## src/rtl/self_ex_slink_chn_mon.sv

```systemverilog
// SLINK receive monitor: per-channel link qualification FSM, frame timeout
// and saturating CRC error counters for two independent channels.
//
// state   | meaning
// --------+-----------------------------------------------------------
// ST_DOWN | channel not qualified, counting consecutive good frames
// ST_OK   | channel qualified, counting consecutive bad frames
module self_ex_slink_chn_mon #(
    parameter int TIMEOUT_CYC = 1250,
    parameter int ERR_THRESH  = 3,
    parameter int RECOVER_CNT = 4
) (
    input  logic        clk_12_5m,
    input  logic        rst_12_5m,
    input  logic [1:0]  chn_link_up,
    input  logic [1:0]  chn_rx_vld,
    input  logic [1:0]  chn_rx_crc_ok,
    input  logic        cnt_clr,
    output logic [1:0]  chn_slink_err,
    output logic [15:0] chn0_crc_err_cnt,
    output logic [15:0] chn1_crc_err_cnt
);

    localparam int TW = $clog2(TIMEOUT_CYC + 1);
    localparam int GW = $clog2(RECOVER_CNT + 1);
    localparam int BW = $clog2(ERR_THRESH + 1);

    typedef enum logic {
        ST_DOWN = 1'b0,
        ST_OK   = 1'b1
    } state_t;

    logic [1:0]  err_q;
    logic [15:0] crc_cnt [2];

    for (genvar i = 0; i < 2; i++) begin : g_chn
        logic          good_frm;
        logic          bad_frm;
        logic          link_loss;
        logic          tout;
        logic [TW-1:0] tmr_q, tmr_d;
        logic [GW-1:0] good_q, good_d, good_inc;
        logic [BW-1:0] bad_q, bad_d, bad_inc;
        logic [15:0]   crc_q, crc_d;
        state_t        state_q, state_d;

        // Link loss masks any strobe in the same cycle.
        assign link_loss = ~chn_link_up[i];
        assign good_frm  = chn_rx_vld[i] & chn_rx_crc_ok[i] & chn_link_up[i];
        assign bad_frm   = chn_rx_vld[i] & ~chn_rx_crc_ok[i] & chn_link_up[i];
        assign tout      = chn_link_up[i] & ~chn_rx_vld[i] &
                           (tmr_q == TW'(TIMEOUT_CYC - 1));
        assign good_inc  = good_q + 1'b1;
        assign bad_inc   = bad_q + 1'b1;

        always_comb begin
            tmr_d = tmr_q;
            if (link_loss || chn_rx_vld[i]) begin
                tmr_d = '0;
            end else if (tmr_q != TW'(TIMEOUT_CYC)) begin
                tmr_d = tmr_q + 1'b1;
            end
        end

        always_comb begin
            crc_d = crc_q;
            if (cnt_clr) begin
                crc_d = '0;
            end else if (bad_frm && (crc_q != 16'hFFFF)) begin
                crc_d = crc_q + 16'd1;
            end
        end

        always_comb begin
            state_d = state_q;
            good_d  = good_q;
            bad_d   = bad_q;
            case (state_q)
                ST_DOWN: begin
                    if (good_frm) begin
                        if (good_inc == GW'(RECOVER_CNT)) begin
                            state_d = ST_OK;
                            good_d  = '0;
                            bad_d   = '0;
                        end else begin
                            good_d = good_inc;
                        end
                    end else if (bad_frm || tout || link_loss) begin
                        good_d = '0;
                    end
                end
                ST_OK: begin
                    if (link_loss || tout) begin
                        state_d = ST_DOWN;
                        good_d  = '0;
                        bad_d   = '0;
                    end else if (bad_frm) begin
                        if (bad_inc == BW'(ERR_THRESH)) begin
                            state_d = ST_DOWN;
                            good_d  = '0;
                            bad_d   = '0;
                        end else begin
                            bad_d = bad_inc;
                        end
                    end else if (good_frm) begin
                        bad_d = '0;
                    end
                end
                default: begin
                    state_d = ST_DOWN;
                    good_d  = '0;
                    bad_d   = '0;
                end
            endcase
        end

        always_ff @(posedge clk_12_5m) begin
            if (rst_12_5m) begin
                state_q  <= ST_DOWN;
                good_q   <= '0;
                bad_q    <= '0;
                tmr_q    <= '0;
                crc_q    <= '0;
                err_q[i] <= 1'b1;
            end else begin
                state_q  <= state_d;
                good_q   <= good_d;
                bad_q    <= bad_d;
                tmr_q    <= tmr_d;
                crc_q    <= crc_d;
                err_q[i] <= (state_d == ST_DOWN);
            end
        end

        assign crc_cnt[i] = crc_q;
    end

    assign chn_slink_err    = err_q;
    assign chn0_crc_err_cnt = crc_cnt[0];
    assign chn1_crc_err_cnt = crc_cnt[1];

endmodule

```

## config.mk

```make
export PLATFORM = sky130hd
export DESIGN_NAME = self_ex_slink_chn_mon
export DESIGN_NICKNAME = d
export VERILOG_FILES = /design/src/rtl/self_ex_slink_chn_mon.sv
export SDC_FILE = /design/constraint.sdc
export NUM_CORES = 1
export LEC_CHECK = 0
export ABC_AREA = 1
export CAP_MARGIN = 20
export CORE_ASPECT_RATIO = 1.5
export CORE_MARGIN = 3
export CORE_UTILIZATION = 40
export DETAILED_ROUTE_END_ITERATION = 10
export PLACE_DENSITY = 0.68
export SLEW_MARGIN = 20
export SYNTH_ARGS = -nofsm -noshare
export SYNTH_HDL_FRONTEND = slang
export SYNTH_SLANG_ARGS = --single-unit
export TNS_END_PERCENT = 50
```

## constraint.sdc

```tcl
create_clock -name clk_12_5m -period 4.46 [get_ports clk_12_5m]
set_input_delay 0.892 -clock clk_12_5m [delete_from_list [all_inputs] [get_ports clk_12_5m]]
set_output_delay 0.892 -clock clk_12_5m [all_outputs]
set_load 0.05 [all_outputs]
```

==> flow_results.org <==
** Status
- Result of the run :: finished clean

** Critical path
- For the worst setup path, the data required time is roughly 4.7 ns.
- Crit start category :: primary input
- Crit. End Element :: flip-flop
- WP data arrival :: 3.05 ns
- Highest fanout seen on the critical path :: 22
- By startpoint and endpoint, the worst setup path is classified as primary input to flip-flop.

** STA
- Setup slack closes at approximately 1.6 ns.
- The final count of hold timing violations was 0.
- Static timing analysis puts the maximum clock frequency at ~360 MHz.
- Measured slew at the worst slew-check pin :: ~0.87 ns
- Worst slew margin relative to its limit :: a little over two fifths
- In the final timing run, aggregate negative setup slack is 0 ns.
- The final-report max-slew violation count came to 0.
- Setup violations remaining at the end of the flow were counted as 0.
- Worst setup skew after layout :: 0.00603 ns
- The worst path in the final design needs a cycle of roughly 2.8 ns, including I/O delays and setup.
- Unrepaired setup endpoints after global routing :: no
- After layout, the worst path uses between 60 and 70% of the clock period.

** Floorplan
- In this run the vertical extent of the chip is around 120 um.
- In this run the horizontal extent of the chip is 83.6 um.
- For this configuration, the core starts out at a cell density of between 40% and 50%.
- The core region is 8620 um^2.
- Number of cell rows :: 41
- I/O pin count :: 43
- DIE AREA :: 10,200 um^2

** Clock tree
- The number of clock buffers added by TritonCTS is 9.
- Clock transition at path regs :: 0.05 ns
- Counting every sink on the clock net gives 68.
- Clock root cell :: sky130_fd_sc_hd__clkbuf_16
- Clock tree from TritonCTS :: done
- Gates resized during post-CTS repair numbered 0.
- Number of buffers on the longest clock path :: 2
- Buffers inserted to repair hold after CTS numbered 0.
- The H-tree was split into 3 levels.
- Insertion delay of the later-clocked pin in the worst-skew pair :: around 0.33 ns
- Post-CTS setup-driven buffer insertion count :: 0

** Synthesis
- By count the netlist is led by sky130_fd_sc_hd__nand2_1 (140), sky130_fd_sc_hd__dfxtp_1 (68), sky130_fd_sc_hd__nor2_1 (66).
- Number of synthesized register bits :: 68
- The number of different library cells used by synthesis comes to 35.
- By area the synthesized netlist is led by sky130_fd_sc_hd__dfxtp_1 (38%), sky130_fd_sc_hd__nand2_1 (15%), sky130_fd_sc_hd__nor2_1 (6.8%), sky130_fd_sc_hd__inv_1 (6.6%), sky130_fd_sc_hd__a21oi_1 (6.1%).
- Yosys Warn Count :: 0
- The synthesized netlist occupies a cell area of roughly 3600 um^2.
- Synthesized netlist net count :: 550
- Commonest register cell after synthesis :: sky130_fd_sc_hd__dfxtp_1
- Most repeated cell in the gate-level netlist after synthesis :: sky130_fd_sc_hd__nand2_1
- Number of instances in the synthesized netlist :: 529
- Of the synthesized area, sequential elements account for a little under two fifths.
- Yosys mapped a number of flops with a built-in enable equal to 0.
- Of all cell types, the one taking the most synthesized area is sky130_fd_sc_hd__dfxtp_1.
- Proportion of synthesized flip-flops having asynchronous set or reset :: 0%
- Synthesized area divided by synthesized cell count :: ~7 um^2
- Post-synth top area share :: 37.6%

** Pwr
- In this run the power density over the cells is between 300 and 400 nW/um^2.
- IR analysis of the VDD net gives a maximum drop of between 200 and 250 uV.
- The analysis attributes to cell leakage a power of approximately 1.7 nW.

** Global routing
- Total Routing Usage GR :: around 16%
- Summed over all layers, the global routing overflow is 0.
- Largest net degree at the start of global routing :: 23
- The number of global-route vias before repair came to roughly 3,200.
- Antenna violations before repair :: 0
- First-pass GRT wire length :: approximately 13,000 um

** Detailed routing
- Routed length on met3 :: between 200 and 300 um
- Remaining number of nets flagged by the antenna check after routing :: 0
- For this run, the detailed router's first-pass iteration total came to 4.
- Mean routed wirelength per cell :: about 11 um
- DR vias :: approximately 3,400
- Routed metal-1 wire length :: around 3200 um
- After detailed routing, the total wire length is between 7000 and 8000 um.
- Met2 Wirelength :: around 4000 um
- Dividing the detail-routed via count by the number of cells gives between 4 and 5.
- In this run the top signal layer used is met4.
- Drt drc :: 0
- First DRT Iteration DRCs :: 103

** Layout
- Area added between synthesis and finish :: 22.9%
- The sequential cells in the finished layout cover a total of around 1400 um^2.
- Cells fill roughly half of the core in the end.
- Footprint of the multi-input gates :: ~2000 um^2
- Counting the fill cells in the layout gives about 850.
- NumNets Final :: 594
- Once layout is done, the placed cells without fillers occupy around 4400 um^2.
- The post-route netlist has 6.40% of its cells at a drive strength greater than 1.
- Final instance count without filler cells :: around 690
- ANT cells :: 0

** Place
- Input and output buffers added on the ports amount to 42.
- Once placement finished, the instance area stood at between 4000 and 5000 um^2.
- After legalization and detailed placement, the total HPWL measured between 5000 and 6000 um.
- The congestion estimate from routability-driven global placement came to between 0.8 and 0.9.
- Timing analysis after detailed placement gives a worst setup slack of approximately 1.3 ns.
- Placed Cells incl. Taps :: 669

** Min path
- The worst hold path belongs to the class flip-flop to flip-flop.

** Job
- Max-cap viol count :: 0
-- registers in the layout (all words and copies together) (netlist names) --
name / flops
g_chn.tmr_q: 22
chn0_crc_err_cnt: 16
chn1_crc_err_cnt: 16
g_chn.good_q: 6
g_chn.bad_q: 4
chn_slink_err: 2
g_chn.state_q: 2
-- cell type report --
cell class              count  area share (%)
multi-input cells         387            44.1
clock inverters             3           0.957
repair buffers             42            9.45
clock buffers              13            6.30
well taps                 107            3.01
inverters                  65            5.51
flip-flops and latches     68            30.6
-- metal layers --
layer  vias to the layer above  global-route usage, %
met2                        59                   30.1
met4                         0                   7.85
met5                         -                      0
met3                        14                   2.75
li1                       1779                      -
met1                      1530                   16.8
-- critical path: stages --
cell and delay (ns):
sky130_fd_sc_hd__clkdlybuf4s50_1 0.53, sky130_fd_sc_hd__nor2_1 0.66, sky130_fd_sc_hd__inv_1 0.60, sky130_fd_sc_hd__a211oi_1 0.37
-- through the flow --
stage | hold WS [ns] | power, W
floorplan | 0.443 | 0.000670
global placement | 0.456 | 0.000687
detailed placement | 0.468 | 0.000688
CTS | 0.481 | 0.00144
global route | 0.504 | 0.00147
finish | 0.473 | 0.00142
-- cells in the final DEF, fill, tap and decap left out, types with 8 or more instances in the layout --
| master | count |
|---|---|
| sky130_fd_sc_hd__nand3_1 | 34 |
| sky130_fd_sc_hd__xor2_1 | 15 |
| sky130_fd_sc_hd__nor3_1 | 8 |
| sky130_fd_sc_hd__o21ai_0 | 13 |
| sky130_fd_sc_hd__ha_1 | 12 |
| sky130_fd_sc_hd__dfxtp_1 | 68 |
| sky130_fd_sc_hd__nand2_1 | 140 |
| sky130_fd_sc_hd__nor2_1 | 66 |
| sky130_fd_sc_hd__clkbuf_16 | 9 |
| sky130_fd_sc_hd__inv_1 | 64 |
| sky130_fd_sc_hd__nand4_1 | 8 |
| sky130_fd_sc_hd__a21oi_1 | 44 |
| sky130_fd_sc_hd__clkdlybuf4s50_1 | 42 |
-- power breakdown --
part / switching, W / internal (W) / leakage [nW]
logic: 0.0000379 / 0.0000193 / 0.996
registers: 0.00000451 / 0.000612 / 0.549
clock network: 0.000257 / 0.000492 / 0.158
total: 0.000300 / 0.00112 / 1.70
-- cells by family after synthesis --
| logic type | count (synthesis) | share of synthesized area (%) |
|---|---|---|
| AOI/OAI and AO/OA | 73 | 11.2 |
| xor gates and xnor gates | 21 | 5.08 |
| adders and majority gates | 12 | 4.15 |
| buffers and inverters | 74 | 8.09 |
| DFF | 68 | 37.6 |
| and+or+nand+nor | 281 | 33.8 |
-- final timing paths --
kind                                        endpoint  depth (start not counted)  slack [ns]           startpoint
worst max-delay path            chn1_crc_err_cnt[12]                          4        1.64            rst_12_5m
worst min-delay path               g_chn[1].bad_q[1]                          2        0.47    g_chn[1].bad_q[1]
worst max register to register   chn1_crc_err_cnt[8]                          8        2.51  chn1_crc_err_cnt[1]
worst min register to register     g_chn[1].bad_q[1]                          2        0.47    g_chn[1].bad_q[1]
Note: power is estimated with default switching activity, not from simulation.
